### src/rtl/cam_i2c_pkg.sv
// Shared definitions for the camera I2C write sequencer.
// Holds the FSM state enum, master command encodings, command-group length
// and the per-transaction step indices.
package cam_i2c_pkg;

    localparam int unsigned GROUP_LEN = 3;   // reg addr, data hi, data lo
    localparam int unsigned IDX_W     = 2;
    localparam int unsigned STEP_W    = 3;

    localparam logic [1:0] CMD_START = 2'd0;
    localparam logic [1:0] CMD_WRITE = 2'd1;
    localparam logic [1:0] CMD_STOP  = 2'd2;

    localparam logic [STEP_W-1:0] STEP_START = 3'd0;
    localparam logic [STEP_W-1:0] STEP_ADDR  = 3'd1;
    localparam logic [STEP_W-1:0] STEP_D0    = 3'd2;
    localparam logic [STEP_W-1:0] STEP_D1    = 3'd3;
    localparam logic [STEP_W-1:0] STEP_D2    = 3'd4;
    localparam logic [STEP_W-1:0] STEP_STOP  = 3'd5;

    typedef enum logic [2:0] {
        ST_IDLE  = 3'd0,
        ST_FETCH = 3'd1,
        ST_ISSUE = 3'd2,
        ST_WAIT  = 3'd3,
        ST_NEXT  = 3'd4,
        ST_FAIL  = 3'd5
    } state_e;

    // Master command issued for a given transaction step.
    function automatic logic [1:0] step_cmd(input logic [STEP_W-1:0] step);
        logic [1:0] cmd;
        case (step)
            STEP_START: cmd = CMD_START;
            STEP_STOP:  cmd = CMD_STOP;
            default:    cmd = CMD_WRITE;
        endcase
        return cmd;
    endfunction

endpackage

### src/rtl/cam_i2c_byte_gather.sv
// FETCH-side packer: collects three consecutive table bytes into one group.
// Ports:
//   clk_i, rst_i      clock, synchronous active-high reset
//   capture_en_i      a byte is consumed this cycle
//   byte_i            byte to capture
//   bytes_o           captured group, bytes_o[0] = register address
//   idx_o             slot the next captured byte lands in
//   group_valid_o     combinational strobe: this capture completes the group
module cam_i2c_byte_gather
    import cam_i2c_pkg::*;
(
    input  logic                       clk_i,
    input  logic                       rst_i,
    input  logic                       capture_en_i,
    input  logic [7:0]                 byte_i,
    output logic [GROUP_LEN-1:0][7:0]  bytes_o,
    output logic [IDX_W-1:0]           idx_o,
    output logic                       group_valid_o
);

    localparam logic [IDX_W-1:0] LAST_IDX = IDX_W'(GROUP_LEN - 1);

    logic [GROUP_LEN-1:0][7:0] bytes_q;
    logic [IDX_W-1:0]          idx_q;

    // Partial groups are held when the producer stalls.
    always_ff @(posedge clk_i) begin
        if (rst_i) begin
            bytes_q <= '0;
            idx_q   <= '0;
        end else if (capture_en_i) begin
            for (int unsigned i = 0; i < GROUP_LEN; i++) begin
                if (idx_q == IDX_W'(i)) begin
                    bytes_q[i] <= byte_i;
                end
            end
            idx_q <= (idx_q == LAST_IDX) ? '0 : idx_q + IDX_W'(1);
        end
    end

    assign bytes_o       = bytes_q;
    assign idx_o         = idx_q;
    assign group_valid_o = capture_en_i && (idx_q == LAST_IDX);

endmodule

### src/rtl/cam_i2c_write_sequencer.sv
// Camera register write sequencer: turns 3-byte table commands into
// START / addr+W / 3 bytes / STOP on the shared byte-level I2C master,
// with ACK checking, optional NACK retry and sticky error reporting.
// Build option: CAM_I2C_RETRY_EN enables up to MAX_RETRY re-attempts after
// a NACK; without it the first NACK aborts the command.
// Ports:
//   sysClk, rst                         clock, synchronous active-high reset
//   cam_i2c_output_valid/cam_i2c_byte   table byte stream
//   ready_for_next_byte                 combinational byte-consumed pulse
//   cam_id / bus_sel                    target camera, latched per command
//   m_cmd/m_byte/m_cmd_valid/m_ready    command handshake to the I2C master
//   m_done/m_ack                        completion and ACK from the master
//   busy, wr_done, error, wr_count      status to main control
module cam_i2c_write_sequencer
    import cam_i2c_pkg::*;
#(
    parameter logic [6:0] DEV_ADDR  = 7'h5D,
    parameter logic [1:0] MAX_RETRY = 2'd3
) (
    input  logic       sysClk,
    input  logic       rst,
    input  logic       cam_i2c_output_valid,
    input  logic [7:0] cam_i2c_byte,
    input  logic       cam_id,
    output logic       ready_for_next_byte,
    output logic [1:0] m_cmd,
    output logic [7:0] m_byte,
    output logic       m_cmd_valid,
    input  logic       m_ready,
    input  logic       m_done,
    input  logic       m_ack,
    output logic       bus_sel,
    output logic       busy,
    output logic       wr_done,
    output logic       error,
    output logic [7:0] wr_count
);

    state_e                    state_q, state_d;
    logic [STEP_W-1:0]         step_q, step_d;
    logic                      ack_q, ack_d;
    logic                      abort_q, abort_d;
    logic [1:0]                m_cmd_q, m_cmd_d;
    logic [7:0]                m_byte_q, m_byte_d;
    logic                      m_cmd_valid_q, m_cmd_valid_d;
    logic                      bus_sel_q, bus_sel_d;
    logic                      busy_q, busy_d;
    logic                      wr_done_q, wr_done_d;
    logic                      error_q, error_d;
    logic [7:0]                wr_count_q, wr_count_d;
    logic                      load_cmd_c;
    logic                      capture_en_c;
    logic [GROUP_LEN-1:0][7:0] grp;
    logic [IDX_W-1:0]          grp_idx;
    logic                      group_valid;

`ifdef CAM_I2C_RETRY_EN
    logic [1:0]                retry_q, retry_d;
`else
    logic                      unused_max_retry_c;
    assign unused_max_retry_c = ^MAX_RETRY;
`endif

    // Byte presented for a WRITE step; START/STOP carry no byte.
    function automatic logic [7:0] step_byte(input logic [STEP_W-1:0]         step,
                                             input logic [GROUP_LEN-1:0][7:0] g);
        logic [7:0] b;
        case (step)
            STEP_ADDR: b = {DEV_ADDR, 1'b0};
            STEP_D0:   b = g[0];
            STEP_D1:   b = g[1];
            STEP_D2:   b = g[2];
            default:   b = 8'h00;
        endcase
        return b;
    endfunction

    assign capture_en_c        = (state_q == ST_FETCH) && cam_i2c_output_valid;
    assign ready_for_next_byte = ((state_q == ST_FETCH) || (state_q == ST_FAIL))
                                 && cam_i2c_output_valid;

    cam_i2c_byte_gather u_gather (
        .clk_i         (sysClk),
        .rst_i         (rst),
        .capture_en_i  (capture_en_c),
        .byte_i        (cam_i2c_byte),
        .bytes_o       (grp),
        .idx_o         (grp_idx),
        .group_valid_o (group_valid)
    );

    // State and registered outputs.
    always_ff @(posedge sysClk) begin
        if (rst) begin
            state_q       <= ST_IDLE;
            step_q        <= '0;
            ack_q         <= 1'b0;
            abort_q       <= 1'b0;
            m_cmd_q       <= 2'd0;
            m_byte_q      <= 8'h00;
            m_cmd_valid_q <= 1'b0;
            bus_sel_q     <= 1'b0;
            busy_q        <= 1'b0;
            wr_done_q     <= 1'b0;
            error_q       <= 1'b0;
            wr_count_q    <= 8'h00;
`ifdef CAM_I2C_RETRY_EN
            retry_q       <= 2'd0;
`endif
        end else begin
            state_q       <= state_d;
            step_q        <= step_d;
            ack_q         <= ack_d;
            abort_q       <= abort_d;
            m_cmd_q       <= m_cmd_d;
            m_byte_q      <= m_byte_d;
            m_cmd_valid_q <= m_cmd_valid_d;
            bus_sel_q     <= bus_sel_d;
            busy_q        <= busy_d;
            wr_done_q     <= wr_done_d;
            error_q       <= error_d;
            wr_count_q    <= wr_count_d;
`ifdef CAM_I2C_RETRY_EN
            retry_q       <= retry_d;
`endif
        end
    end

    // Next-state and output logic.
    always_comb begin
        state_d       = state_q;
        step_d        = step_q;
        ack_d         = ack_q;
        abort_d       = abort_q;
        m_cmd_d       = m_cmd_q;
        m_byte_d      = m_byte_q;
        m_cmd_valid_d = m_cmd_valid_q;
        bus_sel_d     = bus_sel_q;
        wr_done_d     = 1'b0;
        error_d       = error_q;
        wr_count_d    = wr_count_q;
        load_cmd_c    = 1'b0;
`ifdef CAM_I2C_RETRY_EN
        retry_d       = retry_q;
`endif

        case (state_q)
            ST_IDLE: begin
                if (cam_i2c_output_valid) begin
                    state_d = ST_FETCH;
                end
            end
            ST_FETCH: begin
                // First byte of a new command clears a previous failure.
                if (capture_en_c && (grp_idx == '0)) begin
                    error_d = 1'b0;
                end
                if (group_valid) begin
                    bus_sel_d  = cam_id;
                    step_d     = STEP_START;
                    abort_d    = 1'b0;
`ifdef CAM_I2C_RETRY_EN
                    retry_d    = 2'd0;
`endif
                    load_cmd_c = 1'b1;
                    state_d    = ST_ISSUE;
                end
            end
            ST_ISSUE: begin
                if (m_cmd_valid_q && m_ready) begin
                    m_cmd_valid_d = 1'b0;
                    state_d       = ST_WAIT;
                end
            end
            ST_WAIT: begin
                if (m_done) begin
                    ack_d   = m_ack;
                    state_d = ST_NEXT;
                    // Completion is reported as soon as the STOP finishes.
                    if ((step_q == STEP_STOP) && !abort_q) begin
                        wr_done_d  = 1'b1;
                        wr_count_d = wr_count_q + 8'd1;
                    end
                end
            end
            ST_NEXT: begin
                if (step_q == STEP_STOP) begin
                    if (abort_q) begin
                        state_d = ST_FAIL;
                    end else if (cam_i2c_output_valid) begin
                        state_d = ST_FETCH;
                    end else begin
                        state_d = ST_IDLE;
                    end
                end else if ((step_q != STEP_START) && !ack_q) begin
`ifdef CAM_I2C_RETRY_EN
                    if (retry_q < MAX_RETRY) begin
                        // Repeated START, no STOP between attempts.
                        retry_d = retry_q + 2'd1;
                        step_d  = STEP_START;
                    end else begin
                        error_d = 1'b1;
                        abort_d = 1'b1;
                        step_d  = STEP_STOP;
                    end
`else
                    error_d = 1'b1;
                    abort_d = 1'b1;
                    step_d  = STEP_STOP;
`endif
                    load_cmd_c = 1'b1;
                    state_d    = ST_ISSUE;
                end else begin
                    step_d     = step_q + STEP_W'(1);
                    load_cmd_c = 1'b1;
                    state_d    = ST_ISSUE;
                end
            end
            ST_FAIL: begin
                // Drain the rest of the stream until the table goes quiet.
                if (!cam_i2c_output_valid) begin
                    state_d = ST_IDLE;
                end
            end
            default: begin
                state_d = ST_IDLE;
            end
        endcase

        if (load_cmd_c) begin
            m_cmd_d       = step_cmd(step_d);
            m_byte_d      = step_byte(step_d, grp);
            m_cmd_valid_d = 1'b1;
        end

        busy_d = (state_d != ST_IDLE);
    end

    assign m_cmd       = m_cmd_q;
    assign m_byte      = m_byte_q;
    assign m_cmd_valid = m_cmd_valid_q;
    assign bus_sel     = bus_sel_q;
    assign busy        = busy_q;
    assign wr_done     = wr_done_q;
    assign error       = error_q;
    assign wr_count    = wr_count_q;

endmodule
### config.mk
export PLATFORM = sky130hd
export DESIGN_NAME = cam_i2c_write_sequencer
export DESIGN_NICKNAME = d
export VERILOG_FILES = /design/src/rtl/cam_i2c_pkg.sv /design/src/rtl/cam_i2c_byte_gather.sv /design/src/rtl/cam_i2c_write_sequencer.sv
export SDC_FILE = /design/constraint.sdc
export NUM_CORES = 1
export LEC_CHECK = 0
export CORE_ASPECT_RATIO = 0.9
export CORE_MARGIN = 2
export CORE_UTILIZATION = 29
export DETAILED_ROUTE_END_ITERATION = 8
export DONT_BUFFER_PORTS = 1
export PLACE_DENSITY = 0.42
export REMOVE_ABC_BUFFERS = 1
export SETUP_SLACK_MARGIN = 0.1
export SLEW_MARGIN = 20
export SYNTH_ARGS = -nofsm -noshare
export SYNTH_HDL_FRONTEND = slang
export SYNTH_SLANG_ARGS = --single-unit
### constraint.sdc
create_clock -name sysClk -period 2 [get_ports sysClk]
set_clock_uncertainty 0.05 [all_clocks]
set_input_delay 0.4 -clock sysClk [delete_from_list [all_inputs] [get_ports sysClk]]
set_output_delay 0.4 -clock sysClk [all_outputs]
set_load 0.1 [all_outputs]
* Yosys cells after proc, flatten, opt, wreduce, memory -nomap -nowiden
Index checks and enable logic that the tools add are counted.
** Word-level totals
- Word-level logic and storage cells :: 95
- Input port bits :: 15
- Output and inout bits :: 24
- Register bits :: 57
** Cells by class
- Bitwise logic cells :: 2
- Add/subtract/negate cells :: 3
- Equality and inequality tests :: 17
- Multiplexer cells :: 29
- Reduce and logical (&&, ||, !) cells :: 28
** Operators by type and width (number)
- 8-bit case mux with 4 select lines :: 1
- 3-bit 2-to-1 mux :: 10
- 3-bit case mux with 6 select lines :: 1
- 3-bit equality test, second input constant :: 5
- 3-bit by 2-bit equality test with 1-bit output, second input constant :: 4
- 2-bit AND reduction :: 6
- 1-bit 2-to-1 mux :: 11
- 8-bit by 1-bit adder with 8-bit output, second input constant :: 1
- 4-bit AND reduction :: 2
- 1-bit logical AND :: 7
- 3-bit by 1-bit equality test with 1-bit output, second input constant :: 2
- 3-bit logical NOT :: 2
- 2-bit != test, second input constant :: 3
- 1-bit case mux with 2 select lines :: 3
- 3-bit case mux with 2 select lines :: 1
- 2-bit nonzero test :: 3
- 3-bit nonzero test :: 2
- 2-bit case mux with 2 select lines :: 1
- 3-bit by 1-bit adder with 3-bit output, second input constant :: 1
- 3-bit AND reduction :: 1
- 3-bit OR reduction :: 1
- 2-bit by 1-bit adder with 2-bit output, second input constant :: 1
- 2-bit by 1-bit equality test with 1-bit output, second input constant :: 1
- 2-bit equality test, second input constant :: 1
- 6 further kinds :: 8

* Longest topological paths before layout
- Depth after elaboration :: 7
- Depth in mapped cells :: 8
- Depth with buffers taken out :: 8

* Hierarchy
A second synthesis with hierarchy kept.
** Unflattened totals
- Cells, all modules :: 277
- Area total of the unflattened synthesis :: 2633.8 µm²
** Modules (own cells, without submodules)
- cam_i2c_write_sequencer :: cells each 181, sequential area each 620.6 µm², area an instance 1587.8 µm², instances 1
- cam_i2c_byte_gather :: cells each 96, sequential area each 520.5 µm², area an instance 1046.0 µm², instances 1

* Worst setup path before layout
OpenSTA, ideal clock, no wires.
- Kind :: reg2out
- Start :: reg state_q[0]
- End :: out ready_for_next_byte
- Required time :: 1550 ps
- Path slack :: -244 ps
- Stages on the path, launching flop included :: 4
- Path buffers :: 1
- Arrival time :: 1794 ps
- Cells stage by stage :: dfxtp_1 -> buf_4 -> nand2_1 -> nor2_1
** On the way
- Cells in the longest elaborated chain, start to end :: 3
- Elaborated cells on any way between the ends :: 4
- Classes of those cells :: 2 x eq/ne; 2 x reduce/logical
** RTL lines
- from (decl) :: RTL line cam_i2c_write_sequencer.sv:39 : state_e state_q, state_d;
- from (signal assigned) :: RTL line cam_i2c_write_sequencer.sv:111 : state_q <= state_d;
- 3-bit by 1-bit equality test with 1-bit output / 3-bit equality test (equally long branches) :: RTL line cam_i2c_write_sequencer.sv:79 : assign ready_for_next_byte = ((state_q == ST_FETCH) || (state_q == ST_FAIL))
- 1-bit logical OR (*) :: RTL line cam_i2c_write_sequencer.sv:79
- 1-bit logical AND (*) :: RTL line cam_i2c_write_sequencer.sv:80 : && cam_i2c_output_valid;
- to (decl) :: RTL line cam_i2c_write_sequencer.sv:25 : output logic ready_for_next_byte,
Every way passes the cells marked *; elsewhere a longest branch is shown, timed or not.

* Final worst setup path
- Start :: reg step_q[1]
- End :: reg m_byte_q[4] (netlist: m_byte[4])
** On the way
- Cells in the longest elaborated chain, start to end :: 7
- Elaborated cells on any way between the ends :: 15
- Classes of those cells :: 1 x add/sub; 5 x eq/ne; 7 x mux; 2 x reduce/logical
** RTL lines
- from (decl) :: RTL line cam_i2c_write_sequencer.sv:40 : logic [STEP_W-1:0] step_q, step_d;
- from (signal assigned) :: RTL line cam_i2c_write_sequencer.sv:112 : step_q <= step_d;
- parallel branches: the longest is 7 deep, another holds 3-bit by 1-bit adder with 3-bit output
- to (signal assigned) :: RTL line cam_i2c_write_sequencer.sv:116 : m_byte_q <= m_byte_d;
- to (decl) :: RTL line cam_i2c_write_sequencer.sv:44 : logic [7:0] m_byte_q, m_byte_d;
Parallel ways; which one is timed is not known.
A chain may end at the register's enable or synchronous reset.

==> impl_metrics.ini <==
[status]
result_of_the_run = finished, final reports clean

[clock_tree]
cts.reportedPaths.clkPinSlew_ps = 70
numCtsBuffers = 9
clkLatencyLatePin_ps = 340
clk_path_buf_depth = 2
tritoncts_clock_tree = yes
htreeDepth = 3
clk_root_buffer_cell = clkbuf_8
numClockSinks = 57
post_cts_hold_buffer_count = 0

[detailed_routing]
routed_wire_per_std_cell_um = 14.8
drt-pass1-iter-count = 4
starting_drc_count_in_detailed_routing = 81
routed_via_density = 4.81
wirelength_um = 7190
drc_errors = 0
count_of_vias_placed_by_the_detailed_router = 2337
antenna_left = 0

[worst_setup_path]
critical_path_stages = 8
worstPathArrival_ps = 2190
setup.worst_path.end = m_byte[4]
critical_path.cell_chain = buf_6 -> ha_4 -> and3b_1 -> o21ai_2 -> a32oi_4 -> and3b_2 -> a22oi_1 -> a32oi_1
worst-setup-path-type = reg2reg
rrSetupSlack_ps = 20
reg2reg_to = m_byte[4]
cpPeakStageDelay_ps = 380
largest_fanout_of_any_net_on_the_critical_path = 6
worst_r2r_startpoint = step_q[1]
worstSetupEndpointType = flop
worstRegToRegCells = 8
startpoint = step_q[1]
worstSetupStartpointType = flop
cp.required_ps = 2210
critPathBufInv = 1
worst_path_max_delay_cell = dfxtp_4
cell_family_with_most_cp_delay = compound AO/OA/AOI/OAI gates

[sta]
report.final.setup_viol = 0
worst-slew-pin-transition_ps = 531
final.hold.worst_slack_ps = 72.8
unrepaired_setup_endpoints_after_global_routing = true
final_critical_delay_including_setup_and_external_delays_ps = 1980
part_of_the_cycle_the_worst_path_needs_pct = 98.8
relative_slew_slack_pct = 64.6
report.final.hold_viol_count = 0
slew_viol_final = 0
fmaxAchievable_mhz = 506

[synth]
synth-edff-count = 0
synth_most_common_cell = dfxtp_1
syn_area_per_cell_um2 = 8.82
synth.lib_cells_used.distinct = 55
post_synth_inst_count = 297
syn-cell-area_um2 = 2620
netlist_top_cells_count = 57 x dfxtp_1, 45 x nand2_1, 34 x nor2_1
synth_flop_cell = dfxtp_1
synth_area_leader_cell = dfxtp_1
yosysWarningCount = 0
yosys_register_bits = 57
synth_sequential_area_ratio_pct = 43.6
synth_async_sr_flop_share_pct = 0
synth_top_area_share_pct = 43.6
largest_cells_by_area_after_synthesis = dfxtp_1 44%, nand2_1 6.5%, a21oi_1 5.7%

[flow_run]
maxCapViolations = 0

[die]
initial_core_util_pct = 30.1
site_row_count = 32
placeableCoreArea_um2 = 8690
die_w_um = 104
io_pins = 39
die_area_um2 = 9810
dieHeight_um = 94.2

[global_routing]
global_route.peak_usage_layer = met2
grt.total_usage_pct = 15.4
grt_first_pass_wirelength_um = 11800
grt_remaining_overflow = 0
global_route_track_usage_on_met3_pct = 5.13
grt_start_max_net_pins = 55
grt_antenna_before_repair = 0
via_count_of_the_first_global_routing_pass = 2341
global_route.usage.met2_pct = 26.0
grt_util_met1_pct = 18.8

[power]
leakagePower_uw = 0.00136
ir_worst_vdd_v = 0.000465
pwr_density_cell_nw_per_um2 = 690

[cells_and_area]
drive_gt1_share_pct = 35.7
final_cells = 486
finalNetCount = 381
fillCellCount = 893
syn_to_final_growth_pct = 37.1
diodes = 0

[hold_path]
hold_path_class = in2reg

[place]
placed_instances = 461
dp.final_hpwl_um = 4920
gp_congestion = 0.851
port_buffers = 0
==> cell families after synthesis <==
logic type,share of synthesized area (%)
DFF,43.6
xor gates and xnor gates,3.01
muxes,3.82
adders and majority gates,1.91
and+or+nand+nor,23.1
AOI/OAI and AO/OA,21.4
buffers and inverters,3.15
==> cell usage in the layout, fill, tap and decap left out, types with 3 or more instances in the layout <==
master	instances
xor2_1	5
nor2_2	3
dfxtp_2	3
nand2b_1	3
nor2_1	32
mux2i_1	10
dfxtp_4	3
a21oi_1	26
a211oi_2	3
o21ai_0	8
nand3_1	12
nand2_1	43
a211o_1	3
nand2_2	3
a22oi_2	4
a32oi_1	5
o22ai_1	7
dfxtp_1	51
buf_4	66
clkbuf_8	10
a22oi_1	5
xnor2_1	4
a21oi_2	4
==> report_power, final <==
group / internal [uW] / switching (uW)
clock network: 733 / 472
registers: 1150 / 10.8
logic: 42.8 / 72.1
==> worst min path at each step <==
| stage | slack [ps] | endpoint | startpoint | depth (start not counted) |
|---|---|---|---|---|
| after CTS | 60 | wr_count[5] | rst | 1 |
| after global routing | 50 | wr_count[4] | rst | 1 |
| after detailed placement | 390 | u_gather.bytes_o[12] | u_gather.bytes_o[12] | 2 |
| after global placement | 390 | bus_sel | bus_sel | 2 |
| final | 70 | wr_count[5] | rst | 1 |
| after floorplan | 380 | u_gather.bytes_o[11] | u_gather.bytes_o[11] | 2 |
==> metal layers <==
layer,up-vias,share of wire [%]
met4,0,1.3
met5,-,0
met3,11,4.4
met1,1099,48
li1,1189,-
met2,38,46
==> area by class of cell <==
| class | instances | area, um^2 | share of cell area (%) |
|---|---|---|---|
| Multi-Input combinational cell | 223 | 1530 | 42.7 |
| Sequential cell | 57 | 1160 | 32.2 |
| Timing Repair Buffer | 68 | 518 | 14.4 |
| Tap cell | 119 | 149 | 4.15 |
| Clock buffer | 11 | 141 | 3.94 |
| Clock inverter | 5 | 78.8 | 2.20 |
| Inverter | 3 | 13.8 | 0.383 |
==> metrics by stage <==
| step | total power [uW] | utilization [%] | setup slack, ps | setup TNS, ps | instance area, um^2 |
|---|---|---|---|---|---|
| after floorplan | 1260 | - | -381 | -4880 | 2550 |
| after global placement | 1290 | 36.2 | -92.3 | -639 | 3150 |
| after detailed placement | 1290 | 36.2 | -121 | -616 | 3150 |
| after CTS | 2510 | 40.6 | 39.0 | 0 | 3530 |
| after global routing | 2580 | 41.3 | -100 | -632 | 3590 |
| final | 2480 | 41.3 | 23.2 | 0 | 3590 |
==> state kept, by name, indices dropped and copies added (netlist names), 2 cells and up <==
signal,flops
state_q,3
m_cmd,2
u_gather.idx_o,2
wr_count,8
u_gather.bytes_o,24
step_q,3
m_byte,8
==> what timing repair did <==
action	in CTS	in global routing
buffers inserted	9	0
resized for setup	29	14
setup endpoints to repair	22	28
pin swaps	6	10
No activity file was read; power rests on OpenSTA's default activity.
